===== config.mk =====
export PLATFORM = sky130hd
export DESIGN_NAME = mem_arbiter_2p
export DESIGN_NICKNAME = d
export VERILOG_FILES = /design/src/rtl/mem_arbiter_2p.sv
export SDC_FILE = /design/constraint.sdc
export NUM_CORES = 1
export LEC_CHECK = 0
export CORE_UTILIZATION = 40
export DETAILED_ROUTE_END_ITERATION = 10
export GPL_TIMING_DRIVEN = 0
export PLACE_DENSITY = 0.81
export SLEW_MARGIN = 40
export SYNTH_ARGS = -nofsm -noshare
export SYNTH_HDL_FRONTEND = slang
export SYNTH_SLANG_ARGS = --single-unit

===== constraint.sdc =====
create_clock -name clk -period 1.65 [get_ports clk]
set_input_delay 0.33 -clock clk [delete_from_list [all_inputs] [get_ports clk]]
set_output_delay 0.33 -clock clk [all_outputs]
set_load 0.03 [all_outputs]

===== src/rtl/mem_arbiter_2p.sv =====
`default_nettype none
// ============================================================================
// Module      : mem_arbiter_2p
// Description : Round-robin arbiter sharing one single-port RAM between two
//               requesters. One access at a time through a three-state FSM
//               (IDLE -> ISSUE -> [RWAIT] -> IDLE). Writes take two cycles,
//               reads take three, and read data returns with a one-cycle
//               rvalid pulse on the requesting port.
// Revision    : 1.0 - initial release
// ============================================================================
module mem_arbiter_2p #(
    parameter int AW = 7,
    parameter int DW = 8
) (
    input  logic          clk,
    input  logic          rst,
    input  logic          req0,
    input  logic          req1,
    input  logic          we0,
    input  logic          we1,
    input  logic [AW-1:0] addr0,
    input  logic [AW-1:0] addr1,
    input  logic [DW-1:0] wdata0,
    input  logic [DW-1:0] wdata1,
    output logic          gnt0,
    output logic          gnt1,
    output logic          rvalid0,
    output logic          rvalid1,
    output logic [DW-1:0] rdata0,
    output logic [DW-1:0] rdata1,
    output logic          busy,
    output logic          mem_wen,
    output logic [AW-1:0] mem_addr,
    output logic [DW-1:0] mem_din,
    input  logic [DW-1:0] mem_dout
);

    // FSM encoding
    localparam logic [1:0] c_st_idle  = 2'd0;
    localparam logic [1:0] c_st_issue = 2'd1;
    localparam logic [1:0] c_st_rwait = 2'd2;

    logic [1:0]    r_state;
    logic [1:0]    w_state_nxt;
    logic          w_grant;      // a winner is taken this cycle
    logic          w_pick1;      // winner is port 1 (only meaningful with w_grant)

    logic          r_win;        // port owning the access in flight
    logic          r_we;         // access in flight is a write
    logic          r_last_p1;    // port 1 won the most recent grant
    logic [AW-1:0] r_mem_addr;
    logic [DW-1:0] r_mem_din;
    logic          r_rvalid0;
    logic          r_rvalid1;
    logic [DW-1:0] r_rdata0;
    logic [DW-1:0] r_rdata1;

    // State register
    always_ff @(posedge clk) begin
        if (rst) begin
            r_state <= c_st_idle;
        end else begin
            r_state <= w_state_nxt;
        end
    end

    // Next-state decode and round-robin winner selection. A lone request
    // wins outright; on a tie the port that did not win last time wins.
    always_comb begin
        w_state_nxt = r_state;
        w_grant     = 1'b0;
        w_pick1     = req1 & (~req0 | ~r_last_p1);
        case (r_state)
            c_st_idle: begin
                if (req0 | req1) begin
                    w_grant     = 1'b1;
                    w_state_nxt = c_st_issue;
                end
            end
            c_st_issue: begin
                w_state_nxt = r_we ? c_st_idle : c_st_rwait;
            end
            c_st_rwait: begin
                w_state_nxt = c_st_idle;
            end
            default: begin
                w_state_nxt = c_st_idle;
            end
        endcase
    end

    // Access capture on grant, priority pointer, and read-data return.
    // mem_addr/mem_din only load on a grant so they hold between accesses.
    always_ff @(posedge clk) begin
        if (rst) begin
            r_win      <= 1'b0;
            r_we       <= 1'b0;
            r_last_p1  <= 1'b1;   // makes port 0 win the first tie
            r_mem_addr <= '0;
            r_mem_din  <= '0;
            r_rvalid0  <= 1'b0;
            r_rvalid1  <= 1'b0;
            r_rdata0   <= '0;
            r_rdata1   <= '0;
        end else begin
            r_rvalid0 <= 1'b0;
            r_rvalid1 <= 1'b0;
            if (w_grant) begin
                r_win      <= w_pick1;
                r_last_p1  <= w_pick1;
                r_we       <= w_pick1 ? we1    : we0;
                r_mem_addr <= w_pick1 ? addr1  : addr0;
                r_mem_din  <= w_pick1 ? wdata1 : wdata0;
            end
            if (r_state == c_st_rwait) begin
                if (r_win) begin
                    r_rdata1  <= mem_dout;
                    r_rvalid1 <= 1'b1;
                end else begin
                    r_rdata0  <= mem_dout;
                    r_rvalid0 <= 1'b1;
                end
            end
        end
    end

    // Grant and write strobe are both the ISSUE cycle of the owning access
    assign gnt0     = (r_state == c_st_issue) & ~r_win;
    assign gnt1     = (r_state == c_st_issue) &  r_win;
    assign mem_wen  = (r_state == c_st_issue) &  r_we;
    assign busy     = (r_state != c_st_idle);
    assign mem_addr = r_mem_addr;
    assign mem_din  = r_mem_din;
    assign rvalid0  = r_rvalid0;
    assign rvalid1  = r_rvalid1;
    assign rdata0   = r_rdata0;
    assign rdata1   = r_rdata1;

endmodule
`default_nettype wire


==> results.json <==
{
  "min_period_ns": 1.610,
  "fin_crit_sh_pct": 97.56,
  "start_util_pct": 42.93,
  "grt_pass1_wl_um": 6962,
  "fin_ws_ns": 0.04027,
  "drt-total-wl_um": 4267,
  "area_growth_pct": 66.46,
  "rows": 22,
  "relSlewSlack_pct": 54.00,
  "drive_above_1_share_pct": 13.95,
  "crit_path_max_incr_delay_ns": 0.66,
  "critPathKind": "flip-flop to output port",
  "synthCells": 170,
  "num-fill-cells": 294,
  "ir_drop_v": 0.0005120,
  "syn_area_sq_um": 1619,
  "drt-vias-per-instance": 5.026,
  "cts_buffers": 5,
  "core_sq_um": 3771,
  "ys_ff_latch": 38,
  "grt_busiest_layer": "met2",
  "antenna_found_initial": 0,
  "post-place-ws_ns": -0.1204,
  "grt_use_met1_pct": 26.06,
  "port_buffers": 79,
  "place.detailed.hpwl_um": 2922,
  "num_vias": 1538,
  "synth.avg_cell_area_sq_um": 9.524,
  "async_flop_share_pct": 0,
  "die_area_sq_um": 4306,
  "overflow": 0,
  "clock_skew_ns": 0.004699,
  "yosysSeqAreaShare_pct": 46.99,
  "fin_nets": 301,
  "grt_max_degree": 13,
  "htree_levels": 2,
  "final_hold_viol_count": 0,
  "cts_hold_buf": 0,
  "status": "finished, final reports clean",
  "hold_path.class": "input pin to flip-flop",
  "die_w_um": 65.62,
  "clockRootBuffer": "clkbuf_8",
  "path_delay_family": "buffers and inverters",
  "crit_arrival_ns": 1.28,
  "cts.sinks": 38,
  "worst_pin_slew_ns": 0.6901,
  "slowest_stage": "clkdlybuf4s50_1",
  "syn-num-nets": 214,
  "rsz0062_at_grt": "no",
  "ys_warn_count": 0,
  "grt_usage_pct": 21.02,
  "path_clk_slew_ns": 0.07,
  "drt_drc_violations_left": 0,
  "drv_slew": 0,
  "use_met2_pct": 35.84,
  "power_density_nw_per_um2": 968.8,
  "cts_buffer_depth": 2,
  "worstPathRequired_ns": 1.32,
  "fp.dieH_um": 65.62,
  "insertion_delay_ns": 0.29,
  "wire_per_inst_um": 13.94,
  "crit_buf_inv": 1,
  "crit_path_cell_trace": "clkdlybuf4s50_1",
  "grt_pass1_vias": 1509,
  "cts_tree": "done",
  "finalSetupViolCount": 0,
  "cp_max_fo": 2,
  "drtIter0Drc": 72,
  "ant_nets": 0,
  "setup-tns-final_ns": 0,
  "cap_violations": 0,
  "synth_edf_count": 0,
  "ys.flop_type": "dfxtp_1",
  "use_met3_pct": 5.903,
  "first_pass_iters": 4,
  "end_kind": "output port",
  "num_antenna_cells": 0,
  "io_pins": 81,
  "p_leak_nw": 1.520,
  "ys_types": 25,
  "fmax_mhz": 621.2,
  "routabilityCongestion": 0.7423,
  "start_kind": "flip-flop"
}
-- per-layer routing --
metal,up-vias,share of wire [%]
li1,762,-
met1,732,44
met2,42,51
met3,2,4.9
met4,0,0.40
met5,-,0
-- power by group --
part | total, mW | switching (mW) | internal, mW
combinational | 0.624 | 0.331 | 0.293
clock | 0.966 | 0.321 | 0.645
sequential | 1.02 | 0.0390 | 0.982
-- cell type report --
| cell class | instances | area (sq um) | area share, % |
|---|---|---|---|
| buffer | 12 | 82.58 | 3.064 |
| clock buffer | 6 | 82.58 | 3.064 |
| clock inverter | 2 | 60.06 | 2.228 |
| inverter | 3 | 11.26 | 0.4178 |
| multi-input combinational | 117 | 764.5 | 28.37 |
| sequential | 38 | 760.7 | 28.23 |
| tap | 48 | 60.06 | 2.228 |
| timing repair buffer | 80 | 873.3 | 32.40 |
-- logic make-up (layout without fill, tap and decap cells) --
family                 after synthesis  count (layout)  synth area share (%)
AO/OA/AOI/OAI                       37              37                 20.17
AND/OR/NAND/NOR                     64              64                 17.16
multiplexers                        16              16                 9.892
flip-flops                          38              38                 46.99
buffers and inverters               15             103                 5.795
-- cell usage in the layout (no fill, tap or decap) --
master,synthesis,routed
a21bo_2,1,1
a21boi_4,1,1
a21oi_1,17,17
a311oi_1,6,6
a311oi_2,10,10
buf_1,1,1
buf_2,3,3
buf_4,3,4
buf_6,3,3
bufinv_16,0,2
clkbuf_1,2,2
clkbuf_8,0,6
clkdlybuf4s15_1,0,1
clkdlybuf4s15_2,0,3
clkdlybuf4s50_1,0,45
dfxtp_1,38,38
dlygate4sd2_1,0,1
dlymetal6s2s_1,0,29
inv_1,2,2
inv_2,1,1
mux2i_1,16,16
nand2_1,32,32
nand2b_1,1,1
nand3_1,1,1
nand3b_1,2,2
nor2_1,21,21
nor2_4,2,2
nor2b_1,1,1
nor3_1,2,2
nor3b_1,1,1
o21ai_0,2,2
or2_1,1,1
-- registers in the layout, summed over array words and instances, names as in the netlist --
register / cells
r_win: 1
rvalid0: 1
rvalid1: 1
rdata1: 8
mem_addr: 7
r_state: 2
mem_din: 8
r_we: 1
r_last_p1: 1
rdata0: 8
-- repair_timing --
action	CTS	global route
setup buffers	1	0
endpoints found under the setup margin	5	30
pin swaps	1	0
gates resized for setup	11	30
-- Yosys cell counts, drive strengths merged, types with 2 or more instances --
| library cell | number | area [sq um] |
|---|---|---|
| a21oi | 17 | 85.08 |
| a311oi | 16 | 202.7 |
| buf | 10 | 75.06 |
| clkbuf | 2 | 7.510 |
| dfxtp | 38 | 760.7 |
| inv | 3 | 11.26 |
| mux2i | 16 | 160.2 |
| nand2 | 32 | 120.1 |
| nand3b | 2 | 15.01 |
| nor2 | 23 | 101.4 |
| nor3 | 2 | 10.01 |
| o21ai | 2 | 10.01 |
-- per-stage QoR --
stage | power [mW] | hold slack, ns | std cells | cell area (sq um) | utilization, %
final | 2.611 | 0.3572 | 306 | 2695 | 71.47
after global routing | 2.731 | 0.3576 | 306 | 2695 | 71.47
after CTS | 2.633 | 0.3537 | 306 | 2621 | 69.51
after detailed placement | 1.671 | 0.4541 | 297 | 2470 | 65.49
after global placement | 1.663 | 0.4605 | 297 | 2470 | 65.49
after floorplan | 1.398 | 0.4261 | 170 | 1619 | -
-- final timing paths --
kind	start	to	slack [ns]	cells past startpoint
worst max-delay path	mem_addr[0]	mem_addr[0]	0.04	1
worst min-delay path	rst	r_we	0.36	2
worst max register to register	r_state[0]	mem_addr[1]	0.30	5
worst min register to register	r_we	r_state[1]	0.47	1
Note: power is estimated with default switching activity, not from simulation.
==> variant: new RTL, config.mk and constraints unchanged <==
Set the parameter `DW` to 7 (it was 8).
--- a/src/rtl/mem_arbiter_2p.sv
+++ b/src/rtl/mem_arbiter_2p.sv
@@ -12,3 +12,3 @@
     parameter int AW = 7,
-    parameter int DW = 8
+    parameter int DW = 7
 ) (
Ports: changed (6 resized); port bits go from 81 to 75. No check against the original RTL was run, so the function may have changed too.
==> variant against the unedited design <==
Power down 6.4%. Routed wire length is 8.9% lower. Combinational power is 6.7% lower. Worst setup slack improved by 0.00094 ns. Synthesized area shrank 6.6%. Critical path depth unchanged. Final area is 8.2% lower. Sequential cell count is 3 lower. Sequential share of layout area increased by 0.14 points. Via count decreased by 8.3%.
==> variant: results (changes against the unedited design) <==
Power
  – Clock Power Share: 37.6% (+0.6 points)
  – Total power draw: 2.44 mW (-6.4%)
  – Seq power: 0.944 mW (-7%)
  – Leakage power: 1.32 nW (-13%)
  – P_int: 1.78 mW (-7.1%)
  – Peak VDD IR: 0.589 mV (+15%)

Global route
  – Vias in the first global route: 1320 (-13%)
  – First-pass GRT wire length: 6240 µm (-10%)
  – Total GRT Usage: 20.3% (-0.69 points)
  – Largest net degree at the start of global routing: 12 (-1)

Route
  – Final WL: 3890 µm (-8.9%)
  – Initial DRC Count: 52 (-28%)
  – Per-cell routed wire length: 13.5 µm (-3.2%)

STA
  – Worst-Margin Slew: 0.646 ns (-0.0438 ns)

Yosys
  – Post-synthesis mux area share: 9.26% (-0.63 points)
  – Synth cell count leaders: 35 x dfxtp_1, 32 x nand2_1, 19 x nor2_1
  – Net Count, Synth: 201 (-6.1%)
  – Compound-Gate Fraction of Synth Area: 21.3% (+1.1 points)
  – Syn Inst Count: 160 (-5.9%)
  – Synth area leaders: dfxtp_1 46%, a311oi_2 9.9%, mux2i_1 9.3%
  – Yosys cell types: 26 (+4.0%)
  – Register area share after synthesis: 46.3% (-0.67 points)

Outcome
  – Status: complete, no violations

Placement
  – RD Place Congestion: 0.744 (+0.22%)
  – Pre-CTS setup slack: -0.143 ns (-0.0227 ns)
  – Placed insts: 279 (-6.1%)
  – Placed Area: 2300 µm² (-6.8%)
  – Port Buffers: 73 (-7.6%)
==> variant: final cells by class <==
class,instances,area [µm²],area share [%]
plain buffers,12,75.1,3.03
clock buffers,6,72.6,2.93
clock inverters,2,60.1,2.43
inverters,3,11.3,0.455
multi-input cells,110,726,29.3
flip-flops and latches,35,702,28.4
well taps,46,57.6,2.33
repair buffers,74,771,31.1
==> variant: layer usage <==
metal  global-route usage, %  up-vias  wire (µm)
li1                        -      718          -
met2                    31.6       43       1920
met5                       0        -          0
met4                    9.66        0         59
met3                    7.07        5        193
met1                    24.8      644       1710
==> variant: worst paths after layout <==
kind / start / end / slack, ns / depth (start not counted)
max: mem_din[1]$_SDFFE_PP0P_ / mem_din[1] / 0.04 / 1
max reg2reg: r_state[0]$_SDFFE_PP0P_ / mem_din[5]$_SDFFE_PP0P_ / 0.35 / 5
min: rst / rvalid0$_SDFF_PP0_ / 0.39 / 2
min reg2reg: r_we$_SDFFE_PP0P_ / r_state[1]$_SDFFE_PP0P_ / 0.48 / 1
